### config.mk
export PLATFORM = sky130hd
export DESIGN_NAME = led_matrix_capture_flat
export DESIGN_NICKNAME = d
export VERILOG_FILES = /design/src/rtl/led_matrix_capture_if.sv /design/src/rtl/led_matrix_capture.sv /design/src/flat_wrapper.sv
export SDC_FILE = /design/constraint.sdc
export NUM_CORES = 1
export LEC_CHECK = 0
export BUFFER_PORTS_ARGS = -buffer_cell sky130_fd_sc_hd__buf_4
export CAP_MARGIN = 20
export CORE_MARGIN = 2
export CORE_UTILIZATION = 42
export CTS_CLUSTER_DIAMETER = 120
export DETAILED_ROUTE_END_ITERATION = 10
export PLACE_DENSITY = 0.65
export REMOVE_ABC_BUFFERS = 1
export SYNTH_ARGS = -nofsm -noshare
export SYNTH_HDL_FRONTEND = slang
export SYNTH_SLANG_ARGS = --single-unit
### constraint.sdc
create_clock -name clk -period 4.4 [get_ports clk]
set_input_delay 0.44 -clock clk [delete_from_list [all_inputs] [get_ports clk]]
set_output_delay 0.44 -clock clk [all_outputs]
set_load 0.02 [all_outputs]
### src/rtl/led_matrix_capture_if.sv
// led_matrix_capture_if: LED matrix scan pins (row select plus red/green column data)
interface led_matrix_capture_if;
    logic [7:0] row_sink;
    logic [7:0] red_driver;
    logic [7:0] green_driver;
    modport master (output row_sink, red_driver, green_driver);
    modport slave (input row_sink, red_driver, green_driver);
endinterface

### src/rtl/led_matrix_capture.sv
// led_matrix_capture: rebuilds committed 8x8 red/green frames from a sampled LED matrix row scan
module led_matrix_capture #(
    parameter int STABLE_CYCLES = 4,
    parameter int TIMEOUT_CYCLES = 4096,
    parameter int CNT_W = 16
) (
    input  logic                   clk,
    input  logic                   reset,
    led_matrix_capture_if.slave    scan,
    output logic [7:0][7:0]        red_array,
    output logic [7:0][7:0]        green_array,
    output logic                   frame_valid,
    output logic                   seq_error,
    output logic                   link_lost,
    output logic [CNT_W-1:0]       frame_count
);
    localparam int TW = $clog2(TIMEOUT_CYCLES + 1);
    // synchroniser powers up showing blanking so no bogus row is ever sampled
    localparam logic [23:0] IDLE = {8'hFF, 16'h0};
    typedef enum logic {HUNT, COLLECT} state_t;
    state_t state, state_n;
    logic [23:0] sync1, sync2, prev;
    logic [7:0] stable, rows, red, green;
    logic [TW-1:0] idle_cnt;
    logic [7:0][7:0] shadow_red, shadow_green;
    logic [2:0] expected, expected_n, r;
    logic same, sample, row_ev, malformed, timeout, commit, seq_n;

    assign {rows, red, green} = prev;
    assign same = sync2 == prev;
    assign sample = same && stable == 8'(STABLE_CYCLES - 1);
    assign row_ev = sample && $onehot(~rows);
    assign malformed = sample && rows != 8'hFF && !$onehot(~rows);
    assign timeout = !row_ev && idle_cnt == TW'(TIMEOUT_CYCLES - 1);

    always_comb begin
        r = 3'd0;
        for (int i = 0; i < 8; i++) if (!rows[i]) r = 3'(i);
    end

    always_comb begin
        state_n = state;
        expected_n = expected;
        commit = 1'b0;
        seq_n = 1'b0;
        if (malformed) begin
            seq_n = 1'b1;
            state_n = HUNT;
        end else if (row_ev) begin
            if (state == HUNT) begin
                state_n = r == 3'd0 ? COLLECT : HUNT;
                expected_n = r == 3'd0 ? 3'd1 : expected;
            end else if (r == expected) begin
                expected_n = expected + 3'd1;
                commit = r == 3'd7;
            end else begin
                seq_n = 1'b1;
                state_n = r == 3'd0 ? COLLECT : HUNT;
                expected_n = r == 3'd0 ? 3'd1 : 3'd0;
            end
        end else if (timeout) begin
            state_n = HUNT;
        end
    end

    always_ff @(posedge clk or negedge reset) begin
        if (!reset) begin
            sync1 <= IDLE;
            sync2 <= IDLE;
            prev <= IDLE;
            stable <= '0;
            idle_cnt <= '0;
            state <= HUNT;
            expected <= '0;
            shadow_red <= '0;
            shadow_green <= '0;
            red_array <= '0;
            green_array <= '0;
            frame_valid <= 1'b0;
            seq_error <= 1'b0;
            link_lost <= 1'b0;
            frame_count <= '0;
        end else begin
            sync1 <= {scan.row_sink, scan.red_driver, scan.green_driver};
            sync2 <= sync1;
            prev <= sync2;
            stable <= !same ? 8'd0 : stable == 8'(STABLE_CYCLES) ? stable : stable + 8'd1;
            idle_cnt <= row_ev ? '0 : idle_cnt == TW'(TIMEOUT_CYCLES) ? idle_cnt : idle_cnt + TW'(1);
            link_lost <= row_ev ? 1'b0 : timeout ? 1'b1 : link_lost;
            state <= state_n;
            expected <= expected_n;
            frame_valid <= commit;
            seq_error <= seq_n;
            if (row_ev) begin
                shadow_red[r] <= red;
                shadow_green[r] <= green;
            end
            // row 7 is still in flight this cycle, so it is merged straight into the commit
            if (commit) begin
                red_array <= {red, shadow_red[6:0]};
                green_array <= {green, shadow_green[6:0]};
                frame_count <= frame_count + CNT_W'(1);
            end
        end
    end
endmodule

### src/flat_wrapper.sv
// flat-port wrapper written by rule: the top's interface ports become plain ports
module led_matrix_capture_flat 
#(
    parameter int STABLE_CYCLES = 4,
    parameter int TIMEOUT_CYCLES = 4096,
    parameter int CNT_W = 16
)
  (clk, reset, red_array, green_array, frame_valid, seq_error, link_lost, frame_count, scan_row_sink, scan_red_driver, scan_green_driver);
  led_matrix_capture_if scan_i ();
  input  logic clk;
  input  logic reset;
  output logic [7:0][7:0] red_array;
  output logic [7:0][7:0] green_array;
  output logic frame_valid;
  output logic seq_error;
  output logic link_lost;
  output logic [CNT_W-1:0] frame_count;
  input wire logic [$bits(scan_i.row_sink)-1:0] scan_row_sink;
  input wire logic [$bits(scan_i.red_driver)-1:0] scan_red_driver;
  input wire logic [$bits(scan_i.green_driver)-1:0] scan_green_driver;
  assign scan_i.row_sink = scan_row_sink;
  assign scan_i.red_driver = scan_red_driver;
  assign scan_i.green_driver = scan_green_driver;
  led_matrix_capture #(.STABLE_CYCLES(STABLE_CYCLES), .TIMEOUT_CYCLES(TIMEOUT_CYCLES), .CNT_W(CNT_W)) u_core (.clk(clk), .reset(reset), .scan(scan_i), .red_array(red_array), .green_array(green_array), .frame_valid(frame_valid), .seq_error(seq_error), .link_lost(link_lost), .frame_count(frame_count));
endmodule
### After elaboration in Yosys (flattened, before gate mapping)

Index checks and enable logic that the tools add are counted.
W data, S select, Z words.

| storage, ports and cells | value |
|---|---|
| register bits | 372 |
| input bits | 26 |
| word-level logic and storage cells | 117 |

| cells by class | value |
|---|---|
| mux-type cells | 35 |
| reduce and logical (&&, ||, !) cells | 13 |
| bitwise operators | 2 |
| add/subtract/negate cells | 11 |
| magnitude comparators | 2 |
| equal/unequal tests | 11 |

Operators with widths:

| operator | number |
|---|---|
| $bwmux W64 | 2 |
| $mux W3 | 9 |
| $mux W13 | 2 |
| $demux W8 S3 | 1 |
| $eq A24 B24 Y1 | 1 |
| $mux W8 | 3 |
| $mux W1 | 18 |
| $add A16 B1 Y16 const B | 1 |
| $add A13 B1 Y13 const B | 1 |
| $eq A13 B12 Y1 const B | 1 |
| $eq A13 B13 Y1 const B | 1 |
| $add A4 B4 Y4 | 3 |
| $add A1 B1 Y2 | 4 |
| $add A8 B1 Y8 const B | 1 |
| $eq A8 B2 Y1 const B | 1 |
| $eq A8 B3 Y1 const B | 1 |
| $ne A8 B8 Y1 const B | 1 |
| $not A8 Y8 | 1 |
| $logic_and A1 B1 Y1 | 6 |
| $eq A4 B1 Y1 const B | 1 |
| $lt A3 B4 Y1 const B | 1 |
| $reduce_bool A2 Y1 | 2 |
| $add A3 B1 Y3 const B | 1 |
| $eq A3 B3 Y1 | 1 |
| 9 further kinds | 10 |

### Depth between registers and ports, before layout

Gate-level depths: netlist (run 1).

| logic depth | value |
|---|---|
| word-level depth | 13 |
| mapped depth | 16 |

### Worst setup path after synthesis (run 1)

No wires, ideal clock.

| timing path | value |
|---|---|
| kind | reg2reg |
| start point | register u_core.prev[22] |
| end point | register u_core.red_array[62] (netlist bit) |
| stages on the path, launching flop included | 17 |
| data required time | 4.272 ns |
| setup slack | 0.007 ns |
| library setup time | 0.128 ns |
| arrival time | 4.265 ns |
| cell sequence | dfstp_2 > inv_1 > ha_1 > fa_1 > inv_1 > fa_1 > inv_1 > ha_1 > fa_1 > nor4b_1 > and4_1 > and3_1 > nand3_2 > nor3_4 > buf_6 > buf_8 > mux2_1 |

| between the ends | value |
|---|---|
| longest elaborated chain between the ends | 8 |
| elaborated cells between the ends (all ways) | 20 |

Ends and longest elaborated chain:

| element | line | text |
|---|---|---|
| from (decl) | led_matrix_capture.sv:22 | `logic [23:0] sync1, sync2, prev;` |
| from (signal assigned) | led_matrix_capture.sv:86 | `prev <= sync2;` |
| $not A8 Y8 | led_matrix_capture.sv:32, led_matrix_capture.sv:33 |  |
| $add A1 B1 Y2 (implied by the code) | led_matrix_capture.sv:32, led_matrix_capture.sv:33 |  |
| $add A4 B4 Y4 (implied by the code) (2 in series) | led_matrix_capture.sv:32, led_matrix_capture.sv:33 |  |
| $eq A4 B1 Y1 | led_matrix_capture.sv:32, led_matrix_capture.sv:33 |  |
| $logic_and A1 B1 Y1 or $logic_not A1 Y1 (tied branches) | led_matrix_capture.sv:32, led_matrix_capture.sv:33 |  |
| $mux W1 or $logic_and A1 B1 Y1 (tied branches) | led_matrix_capture.sv:49, led_matrix_capture.sv:33 |  |
| $mux W1 * | led_matrix_capture.sv:46 | `if (malformed) begin` |
| to (signal assigned) | led_matrix_capture.sv:100 | `red_array <= {red, shadow_red[6:0]};` |
| to (decl) | led_matrix_capture.sv:10 | `output logic [7:0][7:0] red_array,` |

Mark *: on every way between the ends. The rest lies on a longest branch, timed or not.
A chain may end at the register's enable or synchronous reset.

### Worst setup path after layout (run 1)

| timing path | value |
|---|---|
| start point | register u_core.prev[22] |
| end point | register u_core.red_array[45] (netlist bit) |

Same word-level chain as after synthesis.

==> results of run 1 <==
-- cell usage in the layout, fill, tap and decap left out, types with 5 or more instances in the layout --
| cell type | Yosys | final |
|---|---|---|
| inv_2 | 0 | 5 |
| buf_4 | 5 | 188 |
| nand4_1 | 12 | 12 |
| buf_12 | 0 | 18 |
| nor3_1 | 14 | 14 |
| xor2_1 | 43 | 43 |
| clkbuf_1 | 12 | 10 |
| and2_1 | 5 | 5 |
| mux2_4 | 0 | 76 |
| nand2_1 | 16 | 16 |
| mux2_1 | 129 | 78 |
| xnor2_1 | 10 | 10 |
| inv_1 | 26 | 21 |
| ha_1 | 16 | 13 |
| nor4_1 | 7 | 7 |
| or3_1 | 6 | 5 |
| clkbuf_16 | 0 | 49 |
| dfrtp_1 | 332 | 332 |
| nor2_1 | 30 | 29 |
| nand3_1 | 25 | 23 |
| o21ai_0 | 6 | 6 |
| dfstp_2 | 24 | 24 |
| and3_1 | 10 | 7 |
| dlygate4sd3_1 | 0 | 8 |
| buf_6 | 4 | 9 |
| buf_8 | 10 | 6 |
| clkbuf_8 | 0 | 8 |
| a21oi_1 | 6 | 6 |
| mux2_2 | 112 | 87 |
-- registers in the layout (all words and copies together), names as in the netlist --
| name | flops |
|---|---|
| u_core.state | 1 |
| u_core.shadow_red | 56 |
| u_core.expected | 3 |
| u_core.shadow_green | 56 |
| u_core.idle_cnt | 13 |
| u_core.stable | 8 |
| u_core.sync1 | 24 |
| u_core.frame_valid | 1 |
| u_core.link_lost | 1 |
| u_core.prev | 24 |
| u_core.seq_error | 1 |
| u_core.sync2 | 24 |
| u_core.green_array | 64 |
| u_core.red_array | 64 |
| u_core.frame_count | 16 |
-- synth_stat cells, types with 2 or more instances --
cell,number
dfrtp_1,332
mux2_1,129
mux2_2,112
xor2_1,43
nor2_1,30
inv_1,26
nand3_1,25
dfstp_2,24
ha_1,16
nand2_1,16
buf_2,14
nor3_1,14
clkbuf_1,12
nand4_1,12
and3_1,10
buf_8,10
xnor2_1,10
nor4_1,7
a21oi_1,6
o21ai_0,6
or3_1,6
and2_1,5
buf_4,5
and4_1,4
buf_6,4
fa_1,4
nor2b_1,3
nor4_2,3
nor4b_1,3
buf_1,2
nand3_4,2
nor4_4,2
or4_1,2
-- power by group through the flow --
| stage | Sequential [W] | Combinational, W | Clock [W] |
|---|---|---|---|
| 2_1_floorplan | 0.00340 | 0.0000652 | 0 |
| 5_1_grt | 0.00336 | 0.000238 | 0.00342 |
| 3_5_place_dp | 0.00341 | 0.000186 | 0 |
| 6_report | 0.00335 | 0.000206 | 0.00319 |
| 3_3_place_gp | 0.00341 | 0.000185 | 0 |
| 4_1_cts | 0.00335 | 0.000201 | 0.00327 |
-- final cells by class --
cell class | count | area share
multi-input cells | 489 | 0.271
clock buffers | 58 | 0.0633
clock inverters | 9 | 0.00689
repair buffers | 242 | 0.131
flip-flops and latches | 356 | 0.492
well taps | 442 | 0.0305
inverters | 26 | 0.00538
-- how the worst min path moves through the flow --
stage | startpoint | end | slack [ns]
finish | reset | u_core.shadow_red[9]$_DFFE_PN0P_ | 0.02
global route | scan_green_driver[4] | u_core.sync1[4]$_DFF_PN0_ | 0.004
CTS | scan_red_driver[5] | u_core.sync1[13]$_DFF_PN0_ | 0.002
detailed placement | u_core.sync1[8]$_DFF_PN0_ | u_core.sync2[8]$_DFF_PN0_ | 0.33
global placement | u_core.sync1[12]$_DFF_PN0_ | u_core.sync2[12]$_DFF_PN0_ | 0.33
floorplan | reset | u_core.expected[0]$_DFFE_PN0P_ | 0.14
-- kinds of logic after synthesis --
logic type,count (synthesis),synth area share
AO/OA/AOI/OAI,24,0.0124
XOR/XNOR,53,0.0333
adder cells (fa/ha/maj),20,0.0201
buffers and inverters,73,0.0325
flip-flops,356,0.642
multiplexers,241,0.195
AND/OR/NAND/NOR,151,0.0645
-- through the flow --
stage	util	hold WS [ns]	setup TNS, ns
3_3_place_gp	0.489	0.335	-11.38
3_5_place_dp	0.489	0.335	-39.95
5_1_grt	0.557	0.00432	-39.04
2_1_floorplan	-	0.144	-433.16
4_1_cts	0.539	0.00187	-4.15
6_report	0.557	0.0207	-3.76
-- per-layer routing --
layer | global-route usage | wire [um]
met1 | 0.251 | 13900
met5 | 0 | 0
met2 | 0.267 | 14400
met4 | 0.0494 | 529
met3 | 0.0284 | 1420
-- timing repair --
action | CTS | global route
hold buffers | 7 | 1
pin swaps | 1 | 4
buffers inserted | 5 | 7
cloned | 1 | 9
hold endpoints to repair | 7 | 1
setup endpoints to repair | 231 | 233
gates resized for setup | 55 | 78
==> metrics, run 1 <==
Syn Inst Count 918; worst-case clock buffer depth 3; Antenna Violating Nets Remaining 0; count of cell types in the netlist 52; part of the cycle the worst path needs 1.01; vias in the first global route 8151; R2R Setup Slk -0.06 ns; slowest cell on the critical path fa_1; Post-synth ARST share 1.00; CP endpoint kind flip-flop; setup ws final -0.0605 ns; Max Cap Viol 0; worst-skew pair later-pin latency 0.53 ns; WS Path Type flip-flop to flip-flop; placed insts 1526; number of clock buffers inserted by TritonCTS 38; crit path to u_core.red_array[45]$_DFFE_PN0P_; # rows 66; Worst Hold Class primary input to async pin; failing checks setup timing; CP startpoint kind flip-flop; H-tree levels 2; Slew HR 0.331; first-pass GRT wire length 46300 um; top cells by area, synth dfrtp_1 60%, mux2_1 10%, mux2_2 9.1%, dfstp_2 4.5%, xor2_1 2.7%; DR vias 8102; final wirelength 30300 um; P_int 0.00532 W; clock sink total 356; worst path bufs/invs 6; top cell type's share of synthesized area 0.597; Peak supply drop 0.257 mV; clock skew 0.0267 ns; die height 186 um; post-DR wirelength/cell 18.7 um; Initial Util 0.427; FF+latch count, synth 356; Place WS -0.260 ns; Worst path depth 17; core region area 32600 sq um; Residual DRC 0; vias per cell 5.00; IO Count 173; worst endpoint required time 4.80 ns; leading area contributor after synthesis dfrtp_1; CTS tree done; slowest stage delay, CP 0.55 ns; Final min period 4.46 ns; clk root buf clkbuf_16; antenna violations before repair 0; cell mode on critical path fa_1; Area growth syn-to-layout 30.4%; DP Area 15900 sq um; cells on worst reg2reg path 17; total power 0.00675 W; sequential share of power 0.497; fmax 224 MHz; PortBufs 172; First DRT Iteration DRCs 462; P_sw 0.00143 W; Syn. warnings 0; Final Slew Violations 0; fraction of layout cells with a size suffix above 1 0.433; Power Dens Cells 372 nW/um^2; final hold vios 0; remaining global-route overflow 0; Die ar. 34600 sq um; Total GRT Usage 0.172; worst-margin pin slew 1.00 ns; Mapped Area 13900 sq um; drt first pass iters 5; fin nets 1199; largest net degree at the start of global routing 131; RR Startpoint u_core.prev[22]$_DFF_PN1_; Clk pwr share 0.473; FF-to-FF End u_core.red_array[45]$_DFFE_PN0P_; final setup fails 122; final weighted congestion in routability-driven placement 0.858; number of fillers in the final layout 2635; Multi-input gate area 4910 sq um; combinational power share 0.031; number of flops mapped to enable cells by yosys 0; Cell Chain, Critical Path inv_2 > ha_4 > fa_1 > inv_2 > fa_1 > inv_1 > ha_2 > fa_1 > nor4b_4 > and4_4 > and3_4 > nand3_4 > nor3_4 > buf_12 > buf_16 > clkbuf_16 > mux2_1; RSZ-0062 raised after global routing yes; critical path startpoint u_core.prev[22]$_DFF_PN1_; ys flop type dfrtp_1; Clock Pin Slew Worst Setup and Hold Paths 0.06 ns; critical path's top delay family adder cells; non-filler instance count after layout 1622; syn_area_per_cell 15.2 sq um; HPWL Detailed 19300 um; Die X 186 um; sw frac 0.212; register cell area after layout 8940 sq um; Inserted Diodes 0; register area share after synthesis 0.642; Pleak 9.10 nW; outcome complete, but fails checks; WP data arrival 4.86 ns; post-route cell area 18200 sq um; CP Max Fanout 9
(Power assumes the default switching activity.)
==> run 2, diff against run 1 <==
--- a/config.mk
+++ b/config.mk
@@ -5,6 +5,7 @@
 export SDC_FILE = /design/constraint.sdc
 export NUM_CORES = 1
 export LEC_CHECK = 0
+export ABC_AREA = 1
 export BUFFER_PORTS_ARGS = -buffer_cell sky130_fd_sc_hd__buf_4
 export CAP_MARGIN = 20
 export CORE_MARGIN = 2
==> run 2 against run 1 <==
Against the previous run:
- critical path type unchanged
- sequential cell count unchanged
- largest power group unchanged
- register-to-register slack improved by 0.26 ns
- total power decreased by 1.5%
- clock-buffer cell count decreased by 6
- global-route usage increased by 1.3 points
- first-iteration DRC count increased by 58%
- clock power decreased by 3%
- the flow now finishes without violations
==> metrics, run 2 <==
die height 187 um; Syn. warnings 0; clock skew 0.0128 ns; cells on worst reg2reg path 16; Post-synth ARST share 1.00; worst endpoint required time 4.80 ns; ys flop type dfrtp_1; largest registers u_core.green_array (64), u_core.red_array (64); register area share after synthesis 0.638; final wirelength 32100 um; number of clock buffers inserted by TritonCTS 38; DR vias 10200; final setup fails 0; Area growth syn-to-layout 22.4%; Die ar. 34800 sq um; fin nets 1752; HP Start scan_red_driver[6]; top cells by count, synth 808 x nand2_1, 332 x dfrtp_1, 83 x inv_1; WS Path Type flip-flop to flip-flop; # rows 66; clock sink total 356; first-pass GRT wire length 52800 um; most common cell after layout, fill and taps aside nand2_1; final weighted congestion in routability-driven placement 0.865; combinational power share 0.027; Inserted Diodes 0; H-tree levels 2; sequential share of power 0.506; WP data arrival 4.60 ns; Die X 187 um; DP Area 15900 sq um; RSZ-0062 raised after global routing no; leading area contributor after synthesis dfrtp_1; clk root buf clkbuf_16; WHS Endpoint u_core.sync1[14]$_DFF_PN0_; sw frac 0.217; CP endpoint kind flip-flop; number of fillers in the final layout 3037; Pleak 9.44 nW; Clock Pin Slew Worst Setup and Hold Paths 0.06 ns; syn_area_per_cell 9.18 sq um; part of the cycle the worst path needs 0.955; RR Startpoint u_core.prev[20]$_DFF_PN1_; HPWL Detailed 20900 um; Hold Crit Depth 1; Max Cap Viol 0; antenna violations before repair 0; number of flops mapped to enable cells by yosys 0; fmax 238 MHz; CTS tree done; Peak supply drop 0.311 mV; FF+latch count, synth 356; Antenna Violating Nets Remaining 0; most common cell in the netlist nand2_1; commonest non-fill, non-tap cells in the layout 807 x nand2_1, 332 x dfrtp_1, 196 x buf_4, 83 x inv_1, 39 x clkbuf_16; post-route cell area 17200 sq um; Residual DRC 0; remaining global-route overflow 0; P_int 0.00520 W; Mapped Area 14000 sq um; Syn Inst Count 1526; Initial Util 0.428; Final min period 4.20 ns; CP startpoint kind flip-flop; worst-margin pin slew 0.766 ns; fraction of layout cells with a size suffix above 1 0.180; post-DR wirelength/cell 14.7 um; R2R Setup Slk 0.20 ns; top cell type's share of synthesized area 0.593; PortBufs 172; core region area 32700 sq um; worst-case clock buffer depth 3; vias per cell 4.69; vias in the first global route 10200; CP Max Fanout 123; Final Slew Violations 0; count of cell types in the netlist 30; Power Dens Cells 388 nW/um^2; Place WS 0.171 ns; Clk pwr share 0.467; largest net degree at the start of global routing 124; Slew HR 0.489; Worst Hold Class primary input to flip-flop; outcome finished clean; P_sw 0.00144 W; FF-to-FF End u_core.frame_count[9]$_DFFE_PN0P_; worst-skew pair later-pin latency 0.52 ns; First DRT Iteration DRCs 730; top cells by area, synth dfrtp_1 59%, nand2_1 22%, dfstp_2 4.5%, inv_1 2.2%, xnor2_1 1.6%; drt first pass iters 5; setup ws final 0.200 ns; IO Count 173; Total GRT Usage 0.186; final hold vios 0
run 2: worst max path at each step:
stage | from | to | cells past startpoint
after floorplan | u_core.prev[22]$_DFF_PN1_ | u_core.frame_count[15]$_DFFE_PN0P_ | 13
after global placement | u_core.prev[20]$_DFF_PN1_ | u_core.shadow_green[2]$_DFFE_PN0P_ | 16
after detailed placement | u_core.prev[20]$_DFF_PN1_ | u_core.shadow_green[6]$_DFFE_PN0P_ | 16
after CTS | u_core.prev[21]$_DFF_PN1_ | u_core.shadow_green[6]$_DFFE_PN0P_ | 16
after global routing | u_core.prev[20]$_DFF_PN1_ | u_core.frame_count[2]$_DFFE_PN0P_ | 16
final | u_core.prev[20]$_DFF_PN1_ | u_core.frame_count[9]$_DFFE_PN0P_ | 16
run 2: repair_timing:
action	in CTS	in global routing
hold endpoints to repair	22	0
buffers inserted	0	0
resized for setup	0	3
hold buffers	1	0
setup endpoints to repair	0	36
run 2: stage by stage:
step | hold WS, ns | total power [W] | utilization | setup TNS (ns) | std cells
floorplan | 0.144 | 0.00347 | - | -323.75 | 1462
global placement | 0.333 | 0.00360 | 0.486 | 0 | 2107
detailed placement | 0.336 | 0.00360 | 0.486 | 0 | 2107
CTS | 0.00924 | 0.00673 | 0.524 | 0 | 2176
global route | 0.0135 | 0.00690 | 0.524 | 0 | 2176
finish | 0.0341 | 0.00665 | 0.524 | 0 | 2176
run 2: kinds of logic after synthesis:
logic type	count (synthesis)	synth area share
fa+ha+maj	20	0.0200
buf+inv	151	0.0441
simple gates	915	0.258
compound gates	49	0.0183
xor+xnor	35	0.0219
flops	356	0.638
run 2: power by group through the flow:
stage	Clock [W]	Combinational (W)	Sequential [W]
finish	0.00311	0.000176	0.00336
global route	0.00333	0.000205	0.00337
CTS	0.00318	0.000182	0.00336
detailed placement	0	0.000181	0.00342
global placement	0	0.000178	0.00342
floorplan	0	0.0000671	0.00340
run 2: final cells by class:
type | instances | area, sq um | share of cell area
repair buffers | 204 | 1620 | 0.0947
clock inverters | 16 | 128 | 0.00744
multi-input cells | 1019 | 4470 | 0.261
clock buffers | 52 | 1100 | 0.0644
flip-flops and latches | 356 | 8940 | 0.521
inverters | 87 | 329 | 0.0192
well taps | 442 | 553 | 0.0322
run 2: layer usage:
layer | vias up | track usage | routed length (um)
met5 | - | 0 | 0
met4 | 0 | 0.0470 | 609
met3 | 49 | 0.0299 | 1560
met2 | 226 | 0.305 | 15100
met1 | 4920 | 0.259 | 14800
li1 | 5019 | - | -
run 2: critical path, stage by stage (launching register included):
cell and delay, ns:
dfstp_2 0.55, inv_1 0.07, ha_1 0.22, fa_1 0.51, inv_1 0.06, fa_1 0.52
inv_1 0.04, ha_1 0.19, fa_1 0.44, nor4_1 0.21, buf_4 0.19, nand4_4 0.11
nor2_4 0.22, buf_16 0.38, nand2_1 0.10, nand2_1 0.08, nand2_1 0.05
